`src/rtl/rx_serial_7o1_if.sv`:
```
// Host-side signal bundle for the 7O1 serial receiver: serial line, acknowledge,
// received character, status flags and debug state code.
interface rx_serial_7o1_if;
    logic       entrada_serial;
    logic       recebe_dado;
    logic [6:0] dados_ascii;
    logic       tem_dado;
    logic       pronto;
    logic       erro_paridade;
    logic       erro_framing;
    logic [3:0] db_estado;

    modport master (
        output entrada_serial, recebe_dado,
        input  dados_ascii, tem_dado, pronto, erro_paridade, erro_framing, db_estado
    );

    modport slave (
        input  entrada_serial, recebe_dado,
        output dados_ascii, tem_dado, pronto, erro_paridade, erro_framing, db_estado
    );
endinterface

```
`src/rtl/rx_serial_7o1.sv`:
```
// 7O1 asynchronous serial receiver (start, 7 data LSB first, odd parity, stop).
// Optional stop-bit checking is enabled with the RX_FRAMING_CHECK_EN macro.
module rx_serial_7o1 #(
    parameter int CLKS_PER_BIT = 5208
) (
    input  logic           clock,
    input  logic           reset,
    rx_serial_7o1_if.slave bus
);
    localparam int CNT_W = $clog2(CLKS_PER_BIT + 1);
    localparam logic [CNT_W-1:0] HALF = CNT_W'(CLKS_PER_BIT / 2);
    localparam logic [CNT_W-1:0] FULL = CNT_W'(CLKS_PER_BIT);

    typedef enum logic [3:0] {
        INICIAL  = 4'd0,
        START    = 4'd1,
        DADOS    = 4'd2,
        PARIDADE = 4'd3,
        PARADA   = 4'd4,
        FINAL    = 4'd5
    } state_t;

    function automatic logic parity_error(input logic [6:0] data, input logic par);
        return ~(^data ^ par);
    endfunction

    state_t           state, next;
    logic             sync_p0, sync_p1, s;
    logic [CNT_W-1:0] cnt;
    logic [2:0]       bit_idx;
    logic [6:0]       shift_reg;
    logic             par_bit;
    logic             expire, deliver;
    logic             load_half, load_full, shift_en, par_en, stop_en;
    logic [6:0]       dados_ascii;
    logic             tem_dado, pronto, erro_paridade, erro_framing;

    always_ff @(posedge clock or negedge reset) begin
        if (!reset) begin
            sync_p0 <= 1'b1;
            sync_p1 <= 1'b1;
        end else begin
            sync_p0 <= bus.entrada_serial;
            sync_p1 <= sync_p0;
        end
    end
    // synchronised line
    assign s      = sync_p1;
    assign expire = (cnt == CNT_W'(1));

`ifdef RX_FRAMING_CHECK_EN
    assign deliver = s;
`else
    assign deliver = 1'b1;
`endif

    always_ff @(posedge clock or negedge reset) begin
        if (!reset) state <= INICIAL;
        else        state <= next;
    end

    always_comb begin
        next      = state;
        load_half = 1'b0;
        load_full = 1'b0;
        shift_en  = 1'b0;
        par_en    = 1'b0;
        stop_en   = 1'b0;
        case (state)
            INICIAL: if (!s) begin
                load_half = 1'b1;
                next      = START;
            end
            START: if (expire) begin
                if (s) begin
                    next = INICIAL;
                end else begin
                    load_full = 1'b1;
                    next      = DADOS;
                end
            end
            DADOS: if (expire) begin
                shift_en  = 1'b1;
                load_full = 1'b1;
                if (bit_idx == 3'd6) next = PARIDADE;
            end
            PARIDADE: if (expire) begin
                par_en    = 1'b1;
                load_full = 1'b1;
                next      = PARADA;
            end
            PARADA: if (expire) begin
                stop_en = 1'b1;
                next    = FINAL;
            end
`ifdef RX_FRAMING_CHECK_EN
            // hold here through a break condition
            FINAL: if (s) next = INICIAL;
`else
            FINAL: next = INICIAL;
`endif
            default: next = INICIAL;
        endcase
    end

    always_ff @(posedge clock or negedge reset) begin
        if (!reset) begin
            cnt       <= '0;
            bit_idx   <= '0;
            shift_reg <= '0;
            par_bit   <= 1'b0;
        end else begin
            if (load_half)     cnt <= HALF;
            else if (load_full) cnt <= FULL;
            else if (cnt != '0) cnt <= cnt - 1'b1;

            if (load_half)     bit_idx <= '0;
            else if (shift_en) bit_idx <= bit_idx + 1'b1;

            if (shift_en) shift_reg <= {s, shift_reg[6:1]};
            if (par_en)   par_bit   <= s;
        end
    end

    // Outputs are registered on the stop-sample edge so they appear with pronto in FINAL.
    always_ff @(posedge clock or negedge reset) begin
        if (!reset) begin
            dados_ascii   <= '0;
            tem_dado      <= 1'b0;
            pronto        <= 1'b0;
            erro_paridade <= 1'b0;
            erro_framing  <= 1'b0;
        end else begin
            pronto <= stop_en;
            if (stop_en) begin
                erro_paridade <= parity_error(shift_reg, par_bit);
`ifdef RX_FRAMING_CHECK_EN
                erro_framing  <= ~s;
`else
                erro_framing  <= 1'b0;
`endif
                if (deliver) dados_ascii <= shift_reg;
            end
            // an acknowledge in the delivery cycle loses to the set
            if (stop_en && deliver)
                tem_dado <= 1'b1;
            else if (bus.recebe_dado && !(pronto && !erro_framing))
                tem_dado <= 1'b0;
        end
    end

    assign bus.dados_ascii   = dados_ascii;
    assign bus.tem_dado      = tem_dado;
    assign bus.pronto        = pronto;
    assign bus.erro_paridade = erro_paridade;
    assign bus.erro_framing  = erro_framing;
    assign bus.db_estado     = state;
endmodule
```
`src/flat_wrapper.sv`:
```
// flat-port wrapper written by rule: the top's interface ports become plain ports
module rx_serial_7o1_flat 
#(
    parameter int CLKS_PER_BIT = 5208
)
  (clock, reset, bus_entrada_serial, bus_recebe_dado, bus_dados_ascii, bus_tem_dado, bus_pronto, bus_erro_paridade, bus_erro_framing, bus_db_estado);
  rx_serial_7o1_if bus_i ();
  input  logic clock;
  input  logic reset;
  input wire logic [$bits(bus_i.entrada_serial)-1:0] bus_entrada_serial;
  input wire logic [$bits(bus_i.recebe_dado)-1:0] bus_recebe_dado;
  output wire logic [$bits(bus_i.dados_ascii)-1:0] bus_dados_ascii;
  output wire logic [$bits(bus_i.tem_dado)-1:0] bus_tem_dado;
  output wire logic [$bits(bus_i.pronto)-1:0] bus_pronto;
  output wire logic [$bits(bus_i.erro_paridade)-1:0] bus_erro_paridade;
  output wire logic [$bits(bus_i.erro_framing)-1:0] bus_erro_framing;
  output wire logic [$bits(bus_i.db_estado)-1:0] bus_db_estado;
  assign bus_i.entrada_serial = bus_entrada_serial;
  assign bus_i.recebe_dado = bus_recebe_dado;
  assign bus_dados_ascii = bus_i.dados_ascii;
  assign bus_tem_dado = bus_i.tem_dado;
  assign bus_pronto = bus_i.pronto;
  assign bus_erro_paridade = bus_i.erro_paridade;
  assign bus_erro_framing = bus_i.erro_framing;
  assign bus_db_estado = bus_i.db_estado;
  rx_serial_7o1 #(.CLKS_PER_BIT(CLKS_PER_BIT)) u_core (.clock(clock), .reset(reset), .bus(bus_i));
endmodule
```
`config.mk`:
```
export PLATFORM = sky130hd
export DESIGN_NAME = rx_serial_7o1_flat
export DESIGN_NICKNAME = d
export VERILOG_FILES = /design/src/rtl/rx_serial_7o1_if.sv /design/src/rtl/rx_serial_7o1.sv /design/src/flat_wrapper.sv
export SDC_FILE = /design/constraint.sdc
export NUM_CORES = 1
export LEC_CHECK = 0
export ABC_AREA = 0
export CORE_UTILIZATION = 40
export DETAILED_ROUTE_END_ITERATION = 10
export GPL_ROUTABILITY_DRIVEN = 0
export GPL_TIMING_DRIVEN = 0
export SKIP_LAST_GASP = 1
export SYNTH_ARGS = -nofsm -noshare
export SYNTH_HDL_FRONTEND = slang
export SYNTH_SLANG_ARGS = --single-unit
```
`constraint.sdc`:
```
create_clock -name clock -period 5 [get_ports clock]
set_clock_uncertainty 0.2 [all_clocks]
set_input_delay 0.5 -clock clock [delete_from_list [all_inputs] [get_ports clock]]
set_output_delay 0.5 -clock clock [all_outputs]
set_load 0.05 [all_outputs]
```
# Yosys cells after proc, flatten, opt, wreduce, memory -nomap -nowiden
# Cells that the tools add are included.
# totals
reg_bits	40
output_inout_bits	15
# classes
add_sub_neg	2
eq_ne	12
mux	23
bitwise_logic	2
n_reduce_logical	10
# ops
op	count
$mux W13	3
$mux W4	6
$pmux W4 S5	1
$eq A13 B1 Y1 const B	1
$reduce_bool A13 Y1	1
$sub A13 B1 Y13 const B	1
$ne A2 B1 Y1 const B	5
$mux W1	9
$eq A4 B2 Y1 const B	2
$reduce_xor A7 Y1	1
$mux W3	2
$reduce_and A6 Y1	1
$eq A4 B1 Y1 const B	1
$eq A4 B3 Y1 const B	1
$logic_not A4 Y1	1
$reduce_bool A2 Y1	2
$add A3 B1 Y3 const B	1
$eq A3 B3 Y1 const B	1
$reduce_bool A3 Y1	1
$mux W2	1
$ne A2 B2 Y1 const B	1
$pmux W1 S2	1
$reduce_or A2 Y1	1
$logic_and A1 B1 Y1	1
other kinds (3)	3

# Depth between registers and ports, before layout
# depth
word_depth	5
depth_mapped	7
depth_no_buf	6

# Worst setup path after synthesis
# No wires, ideal clock.
# synth_path
path_type	reg2reg
from	reg u_core.cnt[10]
to	reg u_core.par_bit
setup_ns	0.125
arrival_time_ns	2.082
setup_slack_ns	2.593
path_stages_with_launch	5
n_path_buf	0
synth_period_minus_slack_ns	2.407
cell_sequence	dfrtp_1 -> or4_1 -> or4_4 -> or3_4 -> mux2_4
# synth_via
elab_chain_len	3
# synth_lines
element	line_no	rtl
from (decl)	rx_serial_7o1.sv:29	logic [CNT_W-1:0] cnt;
from (signal assigned)	rx_serial_7o1.sv:115	else if (cnt != '0) cnt <= cnt - 1'b1;
$eq A13 B1 Y1	rx_serial_7o1.sv:49	assign expire = (cnt == CNT_W'(1));
$mux W1	rx_serial_7o1.sv:87	PARIDADE: if (expire) begin
$mux W1	rx_serial_7o1.sv:69	case (state)
to (signal assigned)	rx_serial_7o1.sv:121	if (par_en) par_bit <= s;
to (decl)	rx_serial_7o1.sv:32	logic par_bit;
# No other way between the ends.
# A chain may end at the register's enable or synchronous reset.

# Final worst setup path
# layout_path
from	reg u_core.cnt[1]
to	reg u_core.shift_reg[3]
# layout_via
elab_chain_len	3
# layout_lines
element	line_no	rtl
$eq A13 B1 Y1	rx_serial_7o1.sv:49	
$mux W1	rx_serial_7o1.sv:82	DADOS: if (expire) begin
$mux W1	rx_serial_7o1.sv:69	
to (signal assigned)	rx_serial_7o1.sv:120	if (shift_en) shift_reg <= {s, shift_reg[6:1]};
to (decl)	rx_serial_7o1.sv:31	logic [6:0] shift_reg;
# No other way between the ends.

==> run metrics <==
outcome=finished, final reports clean; max frequency=396 MHz; Post-CTS Hold Fix Bufs=0; Slew headroom=42.2%; post-detailed-route count of antenna-violating nets=0; die footprint=5020 um^2; max cap viols=0; XOR/XNOR Fraction of Synth Area=8.32%; DRC viols=0; CTS sink count=39; multi-input logic area=865 um^2; post_cts resized=0; Post-synth EDFFs=0; Root Driver=clkbuf_8; RSZ-0062 raised after global routing=no; Longest Clk Path Bufs=2; final setup vio count=0; setup tns final=0 ns; via count=1338; Die Y=70.8 um; critical path capture point type=flip-flop; CP Launch Type=flip-flop; synth-to-layout area growth=17.1%; Syn Std Cell Area=1900 um^2; Flop pwr share=56.8%; ratio of cells with drive above 1 in the final layout=15.8%; Int Power=446 uW; post-route setup slack=2.48 ns; die width=70.8 um; adder-cell area share of the yosys netlist=3.30%; FFs w/ async S/R, synth=100%; reg2reg start=u_core.cnt[1]; worst slew pin tran=0.866 ns; CTS H-Tree Depth=2; initial antenna violation count=0; Sw Share=20.4%; vias in the first global route=1421; later-pin clock latency in the skew report=0.29 ns; static leakage=0.959 nW; Starting Density=42.7%; CP Cell Sequence=inv_1 > ha_1 > nor2b_1 > nand4_1 > or3_1 > clkbuf_1 > mux2_2; Syn. warnings=0; placed cell count=240; Post-synth top flop=dfrtp_1; Place WS=2.50 ns; post-synthesis simple-gate area fraction=17.3%; I/O pin total=19; Avg Inst Size Synth=11.1 um^2; final net count=204; number of flip-flops under the largest register name=13; clock power share=41.0%; Slowest Stage Delay on Critical Path=0.41 ns; fin area=2220 um^2; CP Data Required Time=4.97 ns; synth unique cells=35; Remaining Overflow, GRT=0; combinational power share=2.3%; first-pass GRT wire length=6560 um; # rows=24; Fillers=419; Total Routing Usage GR=17.0%; main combinational cell family by area after synthesis=simple AND/OR/NAND/NOR gates; Routed WL=3670 um; Port Buf Inserts=16; Gate Count Post-Synth=171; average wire per standard cell=14.8 um; Setup Fix Bufs, Post-CTS=0; crit path DAT=2.50 ns; TritonCTS buffer count=5; Synth Register Bits=39; CTS clk-pin slew, worst paths=0.07 ns; number of hold violations in the final report=0; via/cell ratio=5.40; switching power of the nets=114 uW; worst min path class=input port to asynchronous set/reset pin; core box area=4440 um^2; crit path launch=u_core.cnt[1]; antenna diode count=0; max-slew violations=0; sequential area share after synthesis=51.6%; pwr dens=252 nW/um^2; largest fanout on the critical path=9; Setup Crit Path Kind=flip-flop to flip-flop; Final Critical Period=2.52 ns; Final Instance Count excl. Fillers=248; violation count after the first detailed-routing iteration=59; CTS tree=done; Design Power=560 uW; Synth Area in Compound Gates=5.61%; mux share of post-synthesis cell area=10.7%; FF/Latch Area=978 um^2; Max VDD drop=97.1 uV; drt first pass iters=6; dpl cell area=2120 um^2; DP HPWL=2640 um; largest net degree at the start of global routing=40; slowest CP cell=dfrtp_1; final period utilization=50.5%
## cells by family (layout without fill, tap and decap cells)
kind of cell	Yosys count	in the layout
XOR/XNOR	18	18
adder cells (fa/ha/maj)	5	5
other	1	2
flip-flops	39	39
multiplexers	18	18
AND/OR/NAND/NOR	59	59
buffers and inverters	13	37
AO/OA/AOI/OAI	18	18
## layout by cell type, fill, tap and decap left out, types with 4 or more instances in the layout
cell type,instances
dfrtp_1,37
inv_1,8
nand2_1,15
o21ai_0,8
ha_1,5
clkbuf_8,7
nor2_1,7
nand4_1,6
mux2_2,14
clkdlybuf4s50_1,15
xnor2_1,8
xor2_1,10
clkbuf_1,4
nor3_1,5
or4_1,4
a21oi_1,5
nor4_1,6
## worst paths after layout
| path | end | cells past startpoint | slack (ns) |
|---|---|---|---|
| max in group asynchronous | u_core.bus.dados_ascii[6] | 1 | 3.93 |
| min in group clock | u_core.s | 0 | 0.16 |
| min | u_core.bus.tem_dado | 1 | 0.12 |
| max reg2reg | u_core.shift_reg[3] | 7 | 2.48 |
| max | u_core.shift_reg[3] | 7 | 2.48 |
| min reg2reg | u_core.s | 0 | 0.16 |
## synth_stat cells, types with 4 or more instances
master | n | area share [%]
nor4_1 | 6 | 2.0
ha_1 | 5 | 3.3
dfrtp_1 | 37 | 49
nand2_1 | 15 | 3.0
xor2_1 | 10 | 4.6
or4_1 | 4 | 1.6
a21oi_1 | 5 | 1.3
nor3_1 | 5 | 1.3
nand4_1 | 6 | 2.0
o21ai_0 | 8 | 2.1
mux2_2 | 14 | 8.3
nor2_1 | 7 | 1.4
xnor2_1 | 8 | 3.7
inv_1 | 8 | 1.6
## area by class of cell
cell class                      instances  area share (%)
Sequential cell                        39            44.1
Multi-Input combinational cell        120            39.0
Timing Repair Buffer                   16            6.99
Clock buffer                            8            4.51
Tap cell                               52            2.93
Inverter                                8            1.35
Buffer                                  5            1.18
## per-layer routing
| layer | global-route usage [%] | routed length [um] | vias up |
|---|---|---|---|
| met5 | 0 | 0 | - |
| met4 | 5.33 | 48 | 0 |
| met3 | 4.70 | 138 | 6 |
| met2 | 28.7 | 1790 | 30 |
| met1 | 21.1 | 1690 | 651 |
| li1 | - | - | 651 |
## critical path, delay by kind of cell (launching register included)
kind,cells,cell delay [ns]
adder cells (fa/ha/maj),1,0.24
buffers and inverters,2,0.40
flip-flops,1,0.41
multiplexers,1,0.35
AND/OR/NAND/NOR,3,0.80
## metrics by stage
step | hold slack [ns] | utilization (%)
after floorplan | 0.00441 | -
after global placement | 0.147 | 47.8
after detailed placement | 0.152 | 47.7
after CTS | 0.148 | 49.9
after global routing | 0.163 | 49.9
final | 0.123 | 49.9
## power by group through the flow
stage	sequential [mW]	clock (mW)	combinational (mW)
floorplan	0.323	0	0.00497
global placement	0.324	0	0.0134
detailed placement	0.324	0	0.0132
CTS	0.318	0.238	0.0132
global route	0.317	0.253	0.0142
finish	0.318	0.229	0.0128
Power figures use the tool's default switching activity.
